[config.mk]
export PLATFORM = sky130hd
export DESIGN_NAME = ddr_ctrl_sched_flat
export DESIGN_NICKNAME = d
export VERILOG_FILES = /design/src/rtl/ddr_ctrl_sched_if.sv /design/src/rtl/ddr_ctrl_sched.sv /design/src/flat_wrapper.sv
export SDC_FILE = /design/constraint.sdc
export NUM_CORES = 1
export LEC_CHECK = 0
export CORE_ASPECT_RATIO = 1.5
export CORE_MARGIN = 8
export CORE_UTILIZATION = 33
export CTS_BUF_LIST = sky130_fd_sc_hd__clkbuf_8 sky130_fd_sc_hd__clkbuf_16
export CTS_CLUSTER_DIAMETER = 30
export DETAILED_ROUTE_END_ITERATION = 10
export HOLD_SLACK_MARGIN = 0.03
export PLACE_DENSITY = 0.58
export SLEW_MARGIN = 25
export SYNTH_ARGS = -nofsm -noshare
export SYNTH_HDL_FRONTEND = slang
export SYNTH_SLANG_ARGS = --single-unit
export TNS_END_PERCENT = 50
[constraint.sdc]
create_clock -name clock_t -period 2.65 [get_ports clock_t]
set_input_delay 0.265 -clock clock_t [delete_from_list [all_inputs] [get_ports clock_t]]
set_output_delay 0.265 -clock clock_t [all_outputs]
set_load 0.1 [all_outputs]
[src/rtl/ddr_ctrl_sched_if.sv]
// Signal bundle between the DDR command-phase scheduler and its neighbours
// (init/config block, RW engine, command encoder). slave = scheduler view.
interface ddr_ctrl_sched_if #(
  parameter int NUM_RANKS = 2,
  parameter int MRS_WIDTH = 18
);
  localparam int RANK_W = (NUM_RANKS > 1) ? $clog2(NUM_RANKS) : 1;

  logic                 config_done;
  logic                 rw_idle;
  logic                 mrs_update;
  logic [1:0]           mrs_bl;
  logic [MRS_WIDTH-1:0] mr0;
  logic                 rw_proc;
  logic                 dev_busy;
  logic                 refresh_rdy;
  logic [RANK_W-1:0]    refresh_rank;
  logic                 mrs_update_rdy;
  logic [MRS_WIDTH-1:0] mrs_update_cmd;
  logic [3:0]           refresh_debt;
  logic                 refresh_err;

  modport slave (
    input  config_done, rw_idle, mrs_update, mrs_bl, mr0,
    output rw_proc, dev_busy, refresh_rdy, refresh_rank, mrs_update_rdy,
           mrs_update_cmd, refresh_debt, refresh_err
  );

  modport master (
    output config_done, rw_idle, mrs_update, mrs_bl, mr0,
    input  rw_proc, dev_busy, refresh_rdy, refresh_rank, mrs_update_rdy,
           mrs_update_cmd, refresh_debt, refresh_err
  );
endinterface

[src/rtl/ddr_ctrl_sched.sv]
// DDR4 command-phase scheduler: IDLE->INIT->RW sequencing, with multi-rank
// refresh bursts (postponable up to MAX_POSTPONE) and MRS burst-length updates.
module ddr_ctrl_sched #(
  parameter int NUM_RANKS    = 2,
  parameter int T_REFI       = 7800,
  parameter int T_RFC        = 350,
  parameter int T_MOD        = 24,
  parameter int MAX_POSTPONE = 8,
  parameter int MRS_WIDTH    = 18
) (
  input  logic            clock_t,
  input  logic            reset_n,
  ddr_ctrl_sched_if.slave bus
);
  localparam int RANK_W = (NUM_RANKS > 1) ? $clog2(NUM_RANKS) : 1;
  localparam int REFI_W = $clog2(T_REFI);
  localparam int RFC_W  = (T_RFC > 1) ? $clog2(T_RFC) : 1;
  localparam int MOD_W  = (T_MOD > 1) ? $clog2(T_MOD) : 1;

  localparam logic [REFI_W-1:0]    REFI_LAST = REFI_W'(T_REFI - 1);
  localparam logic [RFC_W-1:0]     RFC_LAST  = RFC_W'(T_RFC - 1);
  localparam logic [MOD_W-1:0]     MOD_LAST  = MOD_W'(T_MOD - 1);
  localparam logic [RANK_W-1:0]    RANK_LAST = RANK_W'(NUM_RANKS - 1);
  localparam logic [3:0]           DEBT_MAX  = 4'(MAX_POSTPONE);
  localparam logic [MRS_WIDTH-1:0] BL_MASK   = ~MRS_WIDTH'(3);

  typedef enum logic [2:0] {
    ST_IDLE    = 3'd0,
    ST_INIT    = 3'd1,
    ST_RW      = 3'd2,
    ST_WAIT    = 3'd3,
    ST_REFRESH = 3'd4,
    ST_UPDATE  = 3'd5
  } state_t;

  state_t               state;
  logic [REFI_W-1:0]    refi_cnt;
  logic [RFC_W-1:0]     rfc_cnt;
  logic [MOD_W-1:0]     mod_cnt;
  logic [RANK_W-1:0]    rank_cnt;
  logic [3:0]           debt;
  logic                 err;
  logic                 mrs_pend;
  logic [1:0]           bl_lat;
  logic                 refresh_rdy;
  logic [RANK_W-1:0]    refresh_rank;
  logic                 mrs_update_rdy;
  logic [MRS_WIDTH-1:0] mrs_update_cmd;

  logic       run;
  logic       expire;
  logic       burst_done;
  logic [3:0] debt_nxt;

  // Expiry adds one owed refresh (saturating), a finished burst retires one;
  // both in the same cycle cancel out.
  function automatic logic [3:0] debt_step(input logic [3:0] cur,
                                           input logic       inc,
                                           input logic       dec);
    if (inc && !dec)
      return (cur < DEBT_MAX) ? cur + 4'd1 : cur;
    else if (dec && !inc)
      return (cur != 4'd0) ? cur - 4'd1 : cur;
    else
      return cur;
  endfunction

  assign run        = (state == ST_RW) || (state == ST_WAIT) ||
                      (state == ST_REFRESH) || (state == ST_UPDATE);
  assign expire     = run && (refi_cnt == REFI_LAST);
  assign burst_done = (state == ST_REFRESH) && (rfc_cnt == RFC_LAST) &&
                      (rank_cnt == RANK_LAST);
  assign debt_nxt   = debt_step(debt, expire, burst_done);

  always_ff @(posedge clock_t or negedge reset_n) begin
    if (!reset_n) begin
      state          <= ST_IDLE;
      refi_cnt       <= '0;
      rfc_cnt        <= '0;
      mod_cnt        <= '0;
      rank_cnt       <= '0;
      debt           <= '0;
      err            <= 1'b0;
      mrs_pend       <= 1'b0;
      bl_lat         <= '0;
      refresh_rdy    <= 1'b0;
      refresh_rank   <= '0;
      mrs_update_rdy <= 1'b0;
      mrs_update_cmd <= '0;
    end else begin
      refresh_rdy    <= 1'b0;
      mrs_update_rdy <= 1'b0;
      refi_cnt       <= (run && !expire) ? refi_cnt + REFI_W'(1) : '0;
      debt           <= debt_nxt;
      if (expire && !burst_done && (debt == DEBT_MAX))
        err <= 1'b1;

      case (state)
        ST_IDLE: state <= ST_INIT;
        ST_INIT: if (bus.config_done) state <= ST_RW;
        ST_RW: begin
          if ((debt == DEBT_MAX) || mrs_pend || ((debt != 4'd0) && bus.rw_idle))
            state <= ST_WAIT;
        end
        ST_WAIT: begin
          if (bus.rw_idle && (debt != 4'd0)) begin
            state        <= ST_REFRESH;
            refresh_rdy  <= 1'b1;
            refresh_rank <= '0;
            rank_cnt     <= '0;
            rfc_cnt      <= '0;
          end else if (bus.rw_idle && mrs_pend) begin
            state          <= ST_UPDATE;
            mrs_update_rdy <= 1'b1;
            mrs_update_cmd <= (bus.mr0 & BL_MASK) | MRS_WIDTH'(bl_lat);
            mrs_pend       <= 1'b0;
            mod_cnt        <= '0;
          end
        end
        ST_REFRESH: begin
          // Each tRFC window ends either in the next rank's REF or, after the
          // last rank, in a fresh burst while debt remains.
          if (rfc_cnt == RFC_LAST) begin
            rfc_cnt <= '0;
            if (rank_cnt != RANK_LAST) begin
              rank_cnt     <= rank_cnt + RANK_W'(1);
              refresh_rank <= rank_cnt + RANK_W'(1);
              refresh_rdy  <= 1'b1;
            end else if (debt_nxt != 4'd0) begin
              rank_cnt     <= '0;
              refresh_rank <= '0;
              refresh_rdy  <= 1'b1;
            end else begin
              state <= ST_RW;
            end
          end else begin
            rfc_cnt <= rfc_cnt + RFC_W'(1);
          end
        end
        ST_UPDATE: begin
          if (mod_cnt == MOD_LAST) state <= ST_RW;
          else                     mod_cnt <= mod_cnt + MOD_W'(1);
        end
        default: state <= ST_IDLE;
      endcase

      // A new request wins over the clear on UPDATE entry so it is not lost.
      if (bus.mrs_update && (state != ST_IDLE) && (state != ST_INIT)) begin
        mrs_pend <= 1'b1;
        bl_lat   <= bus.mrs_bl;
      end
    end
  end

  assign bus.rw_proc        = (state == ST_RW);
  assign bus.dev_busy       = (state != ST_RW);
  assign bus.refresh_rdy    = refresh_rdy;
  assign bus.refresh_rank   = refresh_rank;
  assign bus.mrs_update_rdy = mrs_update_rdy;
  assign bus.mrs_update_cmd = mrs_update_cmd;
  assign bus.refresh_debt   = debt;
  assign bus.refresh_err    = err;
endmodule

[src/flat_wrapper.sv]
// flat-port wrapper written by rule: the top's interface ports become plain ports
module ddr_ctrl_sched_flat 
#(
  parameter int NUM_RANKS    = 2,
  parameter int T_REFI       = 7800,
  parameter int T_RFC        = 350,
  parameter int T_MOD        = 24,
  parameter int MAX_POSTPONE = 8,
  parameter int MRS_WIDTH    = 18
)
  (clock_t, reset_n, bus_config_done, bus_rw_idle, bus_mrs_update, bus_mrs_bl, bus_mr0, bus_rw_proc, bus_dev_busy, bus_refresh_rdy, bus_refresh_rank, bus_mrs_update_rdy, bus_mrs_update_cmd, bus_refresh_debt, bus_refresh_err);
  ddr_ctrl_sched_if #(.NUM_RANKS(NUM_RANKS), .MRS_WIDTH(MRS_WIDTH)) bus_i ();
  input  logic clock_t;
  input  logic reset_n;
  input wire logic [$bits(bus_i.config_done)-1:0] bus_config_done;
  input wire logic [$bits(bus_i.rw_idle)-1:0] bus_rw_idle;
  input wire logic [$bits(bus_i.mrs_update)-1:0] bus_mrs_update;
  input wire logic [$bits(bus_i.mrs_bl)-1:0] bus_mrs_bl;
  input wire logic [$bits(bus_i.mr0)-1:0] bus_mr0;
  output wire logic [$bits(bus_i.rw_proc)-1:0] bus_rw_proc;
  output wire logic [$bits(bus_i.dev_busy)-1:0] bus_dev_busy;
  output wire logic [$bits(bus_i.refresh_rdy)-1:0] bus_refresh_rdy;
  output wire logic [$bits(bus_i.refresh_rank)-1:0] bus_refresh_rank;
  output wire logic [$bits(bus_i.mrs_update_rdy)-1:0] bus_mrs_update_rdy;
  output wire logic [$bits(bus_i.mrs_update_cmd)-1:0] bus_mrs_update_cmd;
  output wire logic [$bits(bus_i.refresh_debt)-1:0] bus_refresh_debt;
  output wire logic [$bits(bus_i.refresh_err)-1:0] bus_refresh_err;
  assign bus_i.config_done = bus_config_done;
  assign bus_i.rw_idle = bus_rw_idle;
  assign bus_i.mrs_update = bus_mrs_update;
  assign bus_i.mrs_bl = bus_mrs_bl;
  assign bus_i.mr0 = bus_mr0;
  assign bus_rw_proc = bus_i.rw_proc;
  assign bus_dev_busy = bus_i.dev_busy;
  assign bus_refresh_rdy = bus_i.refresh_rdy;
  assign bus_refresh_rank = bus_i.refresh_rank;
  assign bus_mrs_update_rdy = bus_i.mrs_update_rdy;
  assign bus_mrs_update_cmd = bus_i.mrs_update_cmd;
  assign bus_refresh_debt = bus_i.refresh_debt;
  assign bus_refresh_err = bus_i.refresh_err;
  ddr_ctrl_sched #(.NUM_RANKS(NUM_RANKS), .T_REFI(T_REFI), .T_RFC(T_RFC), .T_MOD(T_MOD), .MAX_POSTPONE(MAX_POSTPONE), .MRS_WIDTH(MRS_WIDTH)) u_core (.clock_t(clock_t), .reset_n(reset_n), .bus(bus_i));
endmodule
==> results.md <==
- Top fanout value on the critical path: 5
- Final clock skew: 0.00685 ns
- Slew of the pin with the lowest slew margin: 0.754 ns
- Reg2reg setup slack: 0.14 ns
- Endpoint of the worst setup timing path: u_core.bus.refresh_rdy
- Last weighted congestion value of the routability-driven placer: 0.787
- Synth unique cells: 56
- Resized Gates After CTS: 0
- Die Wd: 95.2 um
- Family with the most delay on the worst path: simple AND/OR/NAND/NOR gates
- Most common cell after layout, fill and taps aside: dfrtp_1
- Count of boundary I/O pins: 53
- Post-synth top flop: dfrtp_1
- Number of buffer cells added on primary ports: 50
- Clock slew seen by the registers of the worst setup and hold paths: 0.05 ns
- Sequential element share of the synthesized area: 0.483
- CP peak stage delay: 0.64 ns
- Synthesized area: 3110 sq um
- Fillcell total: about 880
- Antenna Violating Nets Remaining: 0
- Total of warnings raised by yosys: 0
- Clock tree from TritonCTS: yes
- Post-synthesis register bit count: 60
- Leakage power summed over all cells: 1.81 nW
- Number of global-route vias before repair: 2660
- Final-report max-slew violation count: 0
- Initial antenna violation count: 0
- Fraction of layout instances using a drive strength above 1: 0.251
- Arrival time at the worst endpoint: 2.72 ns
- Final sum of negative setup slack: 0 ns
- Critical path type: reg2reg
- Final Setup Violations: 0
- Relative area change from synthesis to final layout: 30.9%
- Crit path depth: 6
- Hold violation count in the final report: 0
- Launch instance of the worst register-to-register path: u_core.rfc_cnt[7]
- RSZ-0062 raised after global routing: false
- Final #Nets: roughly 400
- Proportion of synthesized flip-flops having asynchronous set or reset: 1.00
- CP Buf/Inv Count: 0
- Post-synth EDFFs: 0
- Area of the core: 9200 sq um
- Worst R2R Path Depth: 6
- Root Buffer Master: clkbuf_16
- Critical Path End Type: register
- Global-route wire length before repair: 12.8 mm
- Average footprint of a synthesized cell: approximately 10 sq um
- Maximum number of pins on one net before global-route repair: 61
- Type of the worst min-delay path: in2async
- Number of violations of the max-capacitance limit: 0
- End of the worst register-to-register path: u_core.bus.refresh_rdy
- Number of antenna diodes: 0
- Final core utilization: 0.442
- Cell count after synthesis: roughly 300
- Overall routing resource usage: 0.128
- Total detailed-routing wirelength: 7.68 mm
- Inserted Clock Buffers: 9
- Worst EP required: 2.86 ns
- Average wire length per cell after detail routing: 15.9 um
- Period utilization: 0.949
- Global route total overflow: 0
- CP cell instances: nand4b_1 -> or4_4 -> a22o_1 -> a22oi_2 -> nand4_2 -> o32a_1
- Die footprint: 12800 sq um
- Maximum count of clock buffers along a single path: 2
- Post-CTS repair timing setup buffer count: 0
- Height of the die: 135 um
- Site Rows: 43
- Initial cell density of the core: 0.338
- Hold bufs inserted after CTS: 0
- Outcome: finished, final reports clean
- Max VDD drop: ~0.95 mV
- Source-to-sink clock delay at the later pin of the worst-skew pair: roughly 0.33 ns
- Max_slew headroom: 0.498
- CP max stage cell: or4_4
- Max Fclk: 398 MHz
- Critical path launch point: u_core.rfc_cnt[7]
- Detailed Route Iter0 Violations: between 100 and 150
- Power per standard cell area: between 1000 and 1500 nW/um^2
- Maximum level of the CTS H-tree: 3
- Drt first pass iters: 4
- Min cycle time layout: ~2.5 ns
- Clock Sinks: 60
- DRC violations left: 0
- Kind of start point of the critical path: register
- DR vias/cell: 5.35
- Number of vias in the routed layout: 2583
- Net Count, Synth: 338
- Highest-count cells in the layout ignoring fill and taps: dfrtp_1 (56), buf_4 (41), nand2_1 (29), o21ai_0 (27), nor2_1 (24)
- Half-perimeter wire length after placement: 5.72 mm
cells in the mapped netlist, types with 3 or more instances:
library cell  count  area (sq um)
a21oi_1           5          25.0
and2_1            3          18.8
and3_1            8          50.1
and4_1            3          26.3
clkbuf_1         11          41.3
dfrtp_1          60          1500
ha_1              7          87.6
inv_1             8          30.0
mux2_2           20           225
nand2_1          29           109
nand2b_1          3          18.8
nand3_1          16          80.1
nand4_1           4          25.0
nand4b_1          3          26.3
nor2_1           24          90.1
nor2b_1           5          31.3
nor3_1            4          20.0
nor3b_1           3          22.5
nor4_1            3          18.8
o21ai_0          27           135
o31ai_1           4          30.0
or3_1             3          18.8
xnor2_1           4          35.0
xor2_1            8          70.1
sequential cells by signal, indices dropped and copies added, names as in the netlist, 2 cells and up:
register and flops:
u_core.bl_lat 2, u_core.bus.mrs_update_cmd 18, u_core.rfc_cnt 9, u_core.state 3, u_core.mod_cnt 5, u_core.refi_cnt 13, u_core.bus.refresh_debt 4
how the worst min path moves through the flow:
stage                             startpoint                            to  slack, ns
after floorplan                      reset_n              u_core.bl_lat[0]      -0.03
after global routing                 reset_n  u_core.bus.mrs_update_cmd[8]       0.17
after CTS                            reset_n  u_core.bus.mrs_update_cmd[7]       0.13
final                                reset_n  u_core.bus.mrs_update_cmd[6]       0.08
after global placement    u_core.refi_cnt[0]            u_core.refi_cnt[0]       0.46
after detailed placement  u_core.refi_cnt[0]            u_core.refi_cnt[0]       0.45
report_power, final:
part | switching (mW) | internal, mW | leakage [nW]
logic | 1.75 | 0.656 | 0.921
registers | 0.185 | 1.18 | 0.731
clock network | 0.396 | 0.866 | 0.158
stage by stage:
| step | hold WS [ns] | power (mW) | area (sq um) | std cells | setup slack (ns) |
|---|---|---|---|---|---|
| 2_1_floorplan | -0.0306 | 3.22 | 3120 | 306 | 0.00614 |
| 3_3_place_gp | 0.456 | 3.76 | 3740 | 468 | 0.181 |
| 3_5_place_dp | 0.448 | 3.80 | 3740 | 468 | 0.139 |
| 4_1_cts | 0.125 | 5.08 | 4070 | 483 | 0.129 |
| 5_1_grt | 0.169 | 5.26 | 4070 | 483 | 0.0158 |
| 6_report | 0.0795 | 5.02 | 4070 | 483 | 0.136 |
per-layer routing:
layer | wire length (um) | track usage
met1 | 3020 | 0.138
met5 | 0 | 0
met2 | 4020 | 0.214
met3 | 320 | 0.0289
met4 | 311 | 0.0924
kinds of logic (layout without fill, tap and decap cells):
kind of cell / after synthesis / after routing / synth area share
DFF: 60 / 60 / 0.483
AOI/OAI and AO/OA: 60 / 60 / 0.127
adders and majority gates: 7 / 7 / 0.0282
muxes: 22 / 22 / 0.0789
xor gates and xnor gates: 12 / 12 / 0.0338
buffers and inverters: 22 / 87 / 0.0306
and+or+nand+nor: 123 / 123 / 0.218
area by class of cell:
| cell class | instances | area [sq um] | share of cell area |
|---|---|---|---|
| multi-input combinational | 224 | 1520 | 0.373 |
| sequential | 60 | 1510 | 0.372 |
| timing repair buffer | 64 | 543 | 0.133 |
| clock buffer | 11 | 253 | 0.0621 |
| tap | 112 | 140 | 0.0345 |
| clock inverter | 4 | 72.6 | 0.0178 |
| inverter | 8 | 30.0 | 0.00738 |
No activity file was read; power rests on OpenSTA's default activity.
